**src/rtl/stream_join_fork_buff.sv**
```systemverilog
// stream_join_fork_buff: NIN-way join into a DEPTH-entry elastic buffer, forked to NOUT independently tracked consumers
module stream_join_fork_buff #(
  parameter int DATAW = 34,
  parameter int NIN = 2,
  parameter int NOUT = 2,
  parameter int DEPTH = 16,
  parameter int AFULL_TH = 14,
  localparam int CNTW = $clog2(DEPTH + 1)
) (
  input  logic                  i_clk,
  input  logic                  i_rst_n,
  input  logic [NIN-1:0]        i_ivalid,
  input  logic [NIN*DATAW-1:0]  i_in_data,
  output logic                  o_iready,
  output logic [NIN*DATAW-1:0]  o_out_data,
  output logic [NOUT-1:0]       o_ovalid,
  input  logic [NOUT-1:0]       i_oready,
  output logic [CNTW-1:0]       o_count,
  output logic                  o_afull
);
  localparam int PW = $clog2(DEPTH);
  logic [NIN*DATAW-1:0] r_mem [DEPTH];
  logic [PW-1:0]        r_wr_ptr, r_rd_ptr;
  logic [CNTW-1:0]      r_count;
  logic [NOUT-1:0]      r_done;
  logic                 w_nempty, w_pop;
  assign w_nempty   = r_count != '0;
  // registered count only: a same-cycle pop never frees room for a push
  assign o_iready   = i_rst_n & (r_count != CNTW'(DEPTH)) & (&i_ivalid);
  assign o_ovalid   = {NOUT{w_nempty}} & ~r_done;
  assign w_pop      = w_nempty & (&(r_done | i_oready));
  assign o_out_data = w_nempty ? r_mem[r_rd_ptr] : '0;
  assign o_count    = r_count;
  assign o_afull    = r_count >= CNTW'(AFULL_TH);
  always_ff @(posedge i_clk)
    if (o_iready) r_mem[r_wr_ptr] <= i_in_data;
  always_ff @(posedge i_clk or negedge i_rst_n)
    if (!i_rst_n) begin
      r_wr_ptr <= '0;
      r_rd_ptr <= '0;
      r_count  <= '0;
      r_done   <= '0;
    end else begin
      if (o_iready) r_wr_ptr <= (r_wr_ptr == PW'(DEPTH - 1)) ? '0 : r_wr_ptr + PW'(1);
      if (w_pop) r_rd_ptr <= (r_rd_ptr == PW'(DEPTH - 1)) ? '0 : r_rd_ptr + PW'(1);
      r_done  <= w_pop ? '0 : r_done | (o_ovalid & i_oready);
      r_count <= r_count + CNTW'(o_iready) - CNTW'(w_pop);
    end
endmodule

```
**config.mk**
```make
export PLATFORM = sky130hd
export DESIGN_NAME = stream_join_fork_buff
export DESIGN_NICKNAME = d
export VERILOG_FILES = /design/src/rtl/stream_join_fork_buff.sv
export SDC_FILE = /design/constraint.sdc
export NUM_CORES = 1
export LEC_CHECK = 0
export ABC_AREA = 1
export BUFFER_PORTS_ARGS = -buffer_cell sky130_fd_sc_hd__buf_4
export CORE_UTILIZATION = 24
export CTS_BUF_LIST = sky130_fd_sc_hd__clkbuf_8
export DETAILED_ROUTE_END_ITERATION = 10
export PLACE_DENSITY = 0.49
export REMOVE_ABC_BUFFERS = 1
export SYNTH_ARGS = -nofsm -noshare
export SYNTH_HDL_FRONTEND = slang
export SYNTH_SLANG_ARGS = --single-unit
export TNS_END_PERCENT = 1
```
**constraint.sdc**
```tcl
create_clock -name i_clk -period 8.16 [get_ports i_clk]
set_clock_uncertainty 0.05 [all_clocks]
set_input_delay 0.408 -clock i_clk [delete_from_list [all_inputs] [get_ports i_clk]]
set_output_delay 0.408 -clock i_clk [all_outputs]
set_load 0.02 [all_outputs]
```
Word level (Yosys, flattened, before mapping)
Memories as Yosys holds them, arrays and structs flattened.
Cells that the tools add are included.
{ "word_totals": {"ff_bits": 15, "mem_bits_rw": 1088, "in_bits": 74, "out_inout_bits": 77, "mem_count": 1} }
{ "memory_table": {"columns": ["name", "words", "word_bits", "rd", "rd_clocked_by_memory_dff", "wr", "line_no", "source"], "rows": [
  ["r_mem", 16, 68, 1, 0, 1, "22", "logic [NIN*DATAW-1:0] r_mem [DEPTH];"]
]} }
{ "op_classes": {"addsub": 4, "order_cmp": 1, "eq_ne": 3, "n_mux": 6, "n_bitwise": 8, "n_reduce_logical": 3} }
{ "op_table": {"columns": ["operator", "count"], "rows": [
  ["$mux W68", 1],
  ["$add A4 B1 Y4 const B", 2],
  ["$eq A4 B4 Y1 const B", 2],
  ["$mux W4", 2],
  ["$add A5 B1 Y5", 1],
  ["$ge A5 B4 Y1 const B", 1],
  ["$ne A5 B5 Y1 const B", 1],
  ["$reduce_bool A5 Y1", 1],
  ["$sub A5 B1 Y5", 1],
  ["$and A2 B2 Y2", 2],
  ["$or A2 B2 Y2", 2],
  ["$reduce_and A2 Y1", 2],
  ["$and A1 B1 Y1", 3],
  ["$mux W1", 2],
  ["$mux W2", 1],
  ["$not A2 Y2", 1]
]} }

Longest topological paths before layout
{ "depth": {"ltp_word": 5, "mapped_depth": 13, "ltp_nobuf": 13} }

Least setup slack after synthesis
Ideal clock, no wire load.
{ "synth_timing": {"path_kind": "reg2reg", "start": "register r_count[2], in the netlist o_count[2]", "end": "memory r_mem[0][0] in the netlist's numbering, enable pin", "t_arrival_ns": 4.166, "path_slack_ns": 3.450, "path_stages_with_launch": 8, "period_less_slack_ns": 4.710, "path_cell_list": "dfrtp_1 -> inv_1 -> ha_1 -> nand4_1 -> nand2_1 -> clkinv_1 -> nand2_1 -> nor2_1"} }
{ "synth_via": {"elab_chain_len": 5} }
{ "synth_lines": {"columns": ["element", "line_no", "source"], "rows": [
  ["start, declared", "24", "logic [CNTW-1:0] r_count;"],
  ["start signal, assigned", "47", "r_count <= r_count + CNTW'(o_iready) - CNTW'(w_pop);"],
  ["$ne A5 B5 Y1", "29", "assign o_iready = i_rst_n & (r_count != CNTW'(DEPTH)) & (&i_ivalid);"],
  ["$and A1 B1 Y1 (2 in series)", "29", null],
  ["named net o_iready", "14", "output logic o_iready,"],
  ["$mux W1", "36", "if (o_iready) r_mem[r_wr_ptr] <= i_in_data;"],
  ["$mux W1 (implied by the code)", "36", null],
  ["end, declared", "22", null]
]} }
The timed path passes the listed nets, and every way through them passes these cells.

Final worst setup path
{ "layout_timing": {"start": "register r_rd_ptr[1]", "end": "output o_out_data[46]"} }
{ "layout_via": {"elab_chain_len": 2} }
{ "layout_lines": {"columns": ["element", "line_no", "source"], "rows": [
  ["start, declared", "23", "logic [PW-1:0] r_wr_ptr, r_rd_ptr;"],
  ["start signal, assigned", "45", "if (w_pop) r_rd_ptr <= (r_rd_ptr == PW'(DEPTH - 1)) ? '0 : r_rd_ptr + PW'(1);"],
  ["$mem_v2 Z16 W68", null, null],
  ["$mux W68", "32", "assign o_out_data = w_nempty ? r_mem[r_rd_ptr] : '0;"],
  ["end, declared", "15", "output logic [NIN*DATAW-1:0] o_out_data,"]
]} }
No other way between the ends.

==> impl_metrics.tcl <==
set metrics [dict create \
    run_status "finished, final reports clean" \
    worst-slew-pin-transition_ns 1.219 \
    synth.most_common_cell "nand2_1" \
    layout.core_utilization_pct 28.09 \
    clock_sinks 1103 \
    timing.final.hold_violations 0 \
    synth_enable_flop_cells 1088 \
    basic_gate_share_of_the_synthesized_area_counting_and_or_nand_and_nor_cells_pct 20.81 \
    count_of_port_buffers_added_during_placement 150 \
    placeableCoreArea_um2 193200 \
    cp.arrival_ns 5.06 \
    timing.final.max_slew_violations 0 \
    timing.critical_path.slowest_stage_cell "dfrtp_4" \
    timing.critical_path.cells "buf_4 > buf_4 > nand3_1 > nand3_1 > nand3_1 > a21oi_1 > buf_4" \
    num-nets-final 4678 \
    placement_rows 161 \
    synth_top_cells_by_count "1645 x nand2_1, 1088 x edfxtp_1, 687 x nand3_1" \
    p_leak_uw 0.02191 \
    synthTopCellsByArea "edfxtp_1 70%, nand2_1 13%, nand3_1 7.3%, inv_1 4.5%, buf_2 1.3%" \
    power_density_nw_per_um2 320.6 \
    clk_transition_reported_paths_ns 0.06 \
    worst-setup-path-type "register to primary output" \
    clk_latency_ns 0.87 \
    synth_seq_area_share_pct 70.61 \
    floorplan.die.height_um 443.6 \
    hold_path_class "input port to register" \
    critical_path_peak_fanout 82 \
    avgSynthCellArea_um2 10.71 \
    pin_count_of_the_biggest_net_entering_global_routing 198 \
    critical_path.top_delay_family "buffers and inverters" \
    finalHoldWorstSlack_ns 0.2016 \
    max_cap_viol_count 0 \
    cp_required_ns 7.70 \
    filler_cell_count 19860 \
    floorplan.io_pins 151 \
    top_area_cell_type_share_of_the_netlist_area_pct 69.81 \
    cp_num_buf_inv 3 \
    postCtsSetupRepairBufs 0 \
    synth_compound_gate_area_share_pct 0.8930 \
    worst_path_largest_cell_delay_ns 1.05 \
    post-route-drc-count 0 \
    synthCells 4371 \
    synth_async_sr_flop_share_pct 1.360 \
    finalInstanceArea_um2 54260 \
    post_route_cells_drive_above_1_share_pct 9.290 \
    detail_route.wirelength_um 135200 \
    pre_cts_ws_ns 3.513 \
    timing.final.ws_setup_ns 2.645 \
    critical_path.endpoint_type "primary output" \
    min_period_over_period_pct 67.59 \
    yosys.area.top_type "edfxtp_1" \
    via_count 30780 \
    xor_xnor_share_of_the_synthesized_area_pct 0.09357 \
    max-slew-margin-rel_pct 18.72 \
    vdd.ir_drop.worst_v 0.0002826 \
    clk_path_buf_depth 3 \
    clock.fmax_mhz 181.3 \
    gp_congestion 0.7204 \
    cts_root_buf "clkbuf_8" \
    finalSetupViolations 0 \
    ys.warnings.count 0 \
    gr-usage-all-layers_pct 13.53 \
    synth_flop_cell "edfxtp_1" \
    cts_tree "yes" \
    floorplan.initialDensity_pct 24.23 \
    synth_adder_area_share_pct 0.4171 \
    setup_repair_after_global_routing_missed_its_margin "no" \
    fin_crit_ns 5.515 \
    muxShareOfSynthArea_pct 0 \
    post_dp_area_um2 50460 \
    cp-start-kind "register" \
    antenna_violating_nets_post_route 0 \
    yosysUniqueCellTypes 26 \
    detail_route.first_pass.iterations 5 \
    detailedPlacementHpwl_um 64270 \
    grt_antenna_before_repair 20 \
    ys_seq_elements 1103 \
    route.detailed.vias_per_inst 4.250 \
    syn_area_um2 46800 \
    routedWlPerCell_um 18.66 \
    die-width_um 443.6 \
    area.growth.synth_to_final_pct 15.95 \
    number_of_global_route_vias_before_repair 29530 \
    first_pass_grt_wire_length_um 199000 \
    htreeDepth 4 \
    synth_top_family_by_area "simple AND/OR/NAND/NOR gates" \
    grt_overflow 0 \
    die_area_um2 196800 \
    numCtsBuffers 175 \
    drt-initial-drc-count 2369 \
]
-- worst register-to-register path: cells and delay by family, from the launching register on --
kind                       cells  cell delay [ns]
buffers and inverters          4             1.57
and+or+nand+nor                4             1.28
DFF                            1             0.41
adders and majority gates      1             0.23
-- power breakdown --
part / internal (uW) / switching, uW
combinational: 1910 / 4530
clock: 2110 / 2180
sequential: 6410 / 255
total: 10400 / 6960
-- flip-flops by register name, indices dropped and copies added, names as in the netlist --
signal    flops
r_mem      1088
r_wr_ptr      4
r_done        2
r_rd_ptr      4
o_count       5
-- repair_timing --
action                                   CTS  global route
endpoints found under the setup margin     0             0
gates resized for setup                    0             0
hold buffers                              72             0
endpoints found under the hold margin   1106             0
-- area by class of cell --
class	count	area, um2	share of cell area [%]
Sequential cell	1103	33060	60.93
Multi-Input combinational cell	2464	10520	19.38
Tap cell	2526	3161	5.824
Clock buffer	178	2450	4.515
Timing Repair Buffer	274	2275	4.192
Inverter	571	2168	3.996
Clock inverter	125	626.9	1.155
Antenna cell	2	5.005	0.009223
-- through the flow --
| step | TNS [ns] | power [uW] | std cells |
|---|---|---|---|
| 2_1_floorplan | -1026.32 | 11230 | 4138 |
| 6_report | 0 | 17390 | 7243 |
| 3_5_place_dp | 0 | 13320 | 6866 |
| 4_1_cts | 0 | 17710 | 7241 |
| 3_3_place_gp | 0 | 13320 | 6866 |
| 5_1_grt | 0 | 18490 | 7243 |
-- logic make-up after synthesis --
logic type | after synthesis
AO/OA/AOI/OAI | 83
buffers and inverters | 804
XOR/XNOR | 5
adder cells (fa/ha/maj) | 15
flip-flops | 1103
AND/OR/NAND/NOR | 2361
-- layout by cell type, fill, tap and decap left out --
cell type / count
o21ai_0: 8
xor2_1: 3
nor2_1: 6
nand2_1: 1645
and3_1: 1
nor3b_1: 1
nor2_4: 16
diode_2: 2
inv_8: 2
a21boi_1: 1
inv_4: 2
buf_12: 3
clkinv_8: 1
nor3_1: 1
o21ai_1: 1
a21oi_1: 73
buf_4: 199
inv_6: 7
clkinv_1: 42
edfxtp_1: 1088
dfrtp_1: 11
bufinv_16: 3
xnor2_1: 2
dfrtp_4: 4
clkinvlp_4: 4
or2_2: 2
inv_1: 618
nand3_1: 687
fa_1: 1
ha_1: 14
dlygate4sd3_1: 72
clkbuf_8: 178
clkinv_2: 17
nand4_1: 2
-- metal layers --
metal | routed length (um) | share of wire [%] | global-route usage, %
met3 | 6017 | 4.5 | 2.409
met2 | 64360 | 48 | 22.18
met1 | 61320 | 45 | 18.08
met5 | 161 | 0.12 | 0
met4 | 3305 | 2.4 | 4.224
-- path summary, 6_finish.rpt --
kind | to | cells past startpoint | start | slack [ns]
worst min register to register | r_done[1] | 2 | r_done[1] | 0.48
min in group asynchronous | r_wr_ptr[2] | 3 | i_rst_n | 0.68
max in group asynchronous | r_rd_ptr[3] | 3 | i_rst_n | 6.76
worst min-delay path | r_wr_ptr[3] | 5 | i_ivalid[1] | 0.20
worst max-delay path | o_out_data[46] | 7 | r_rd_ptr[1] | 2.64
worst max register to register | r_mem[12][57] | 9 | o_count[2] | 4.22
No activity file was read; power rests on OpenSTA's default activity.
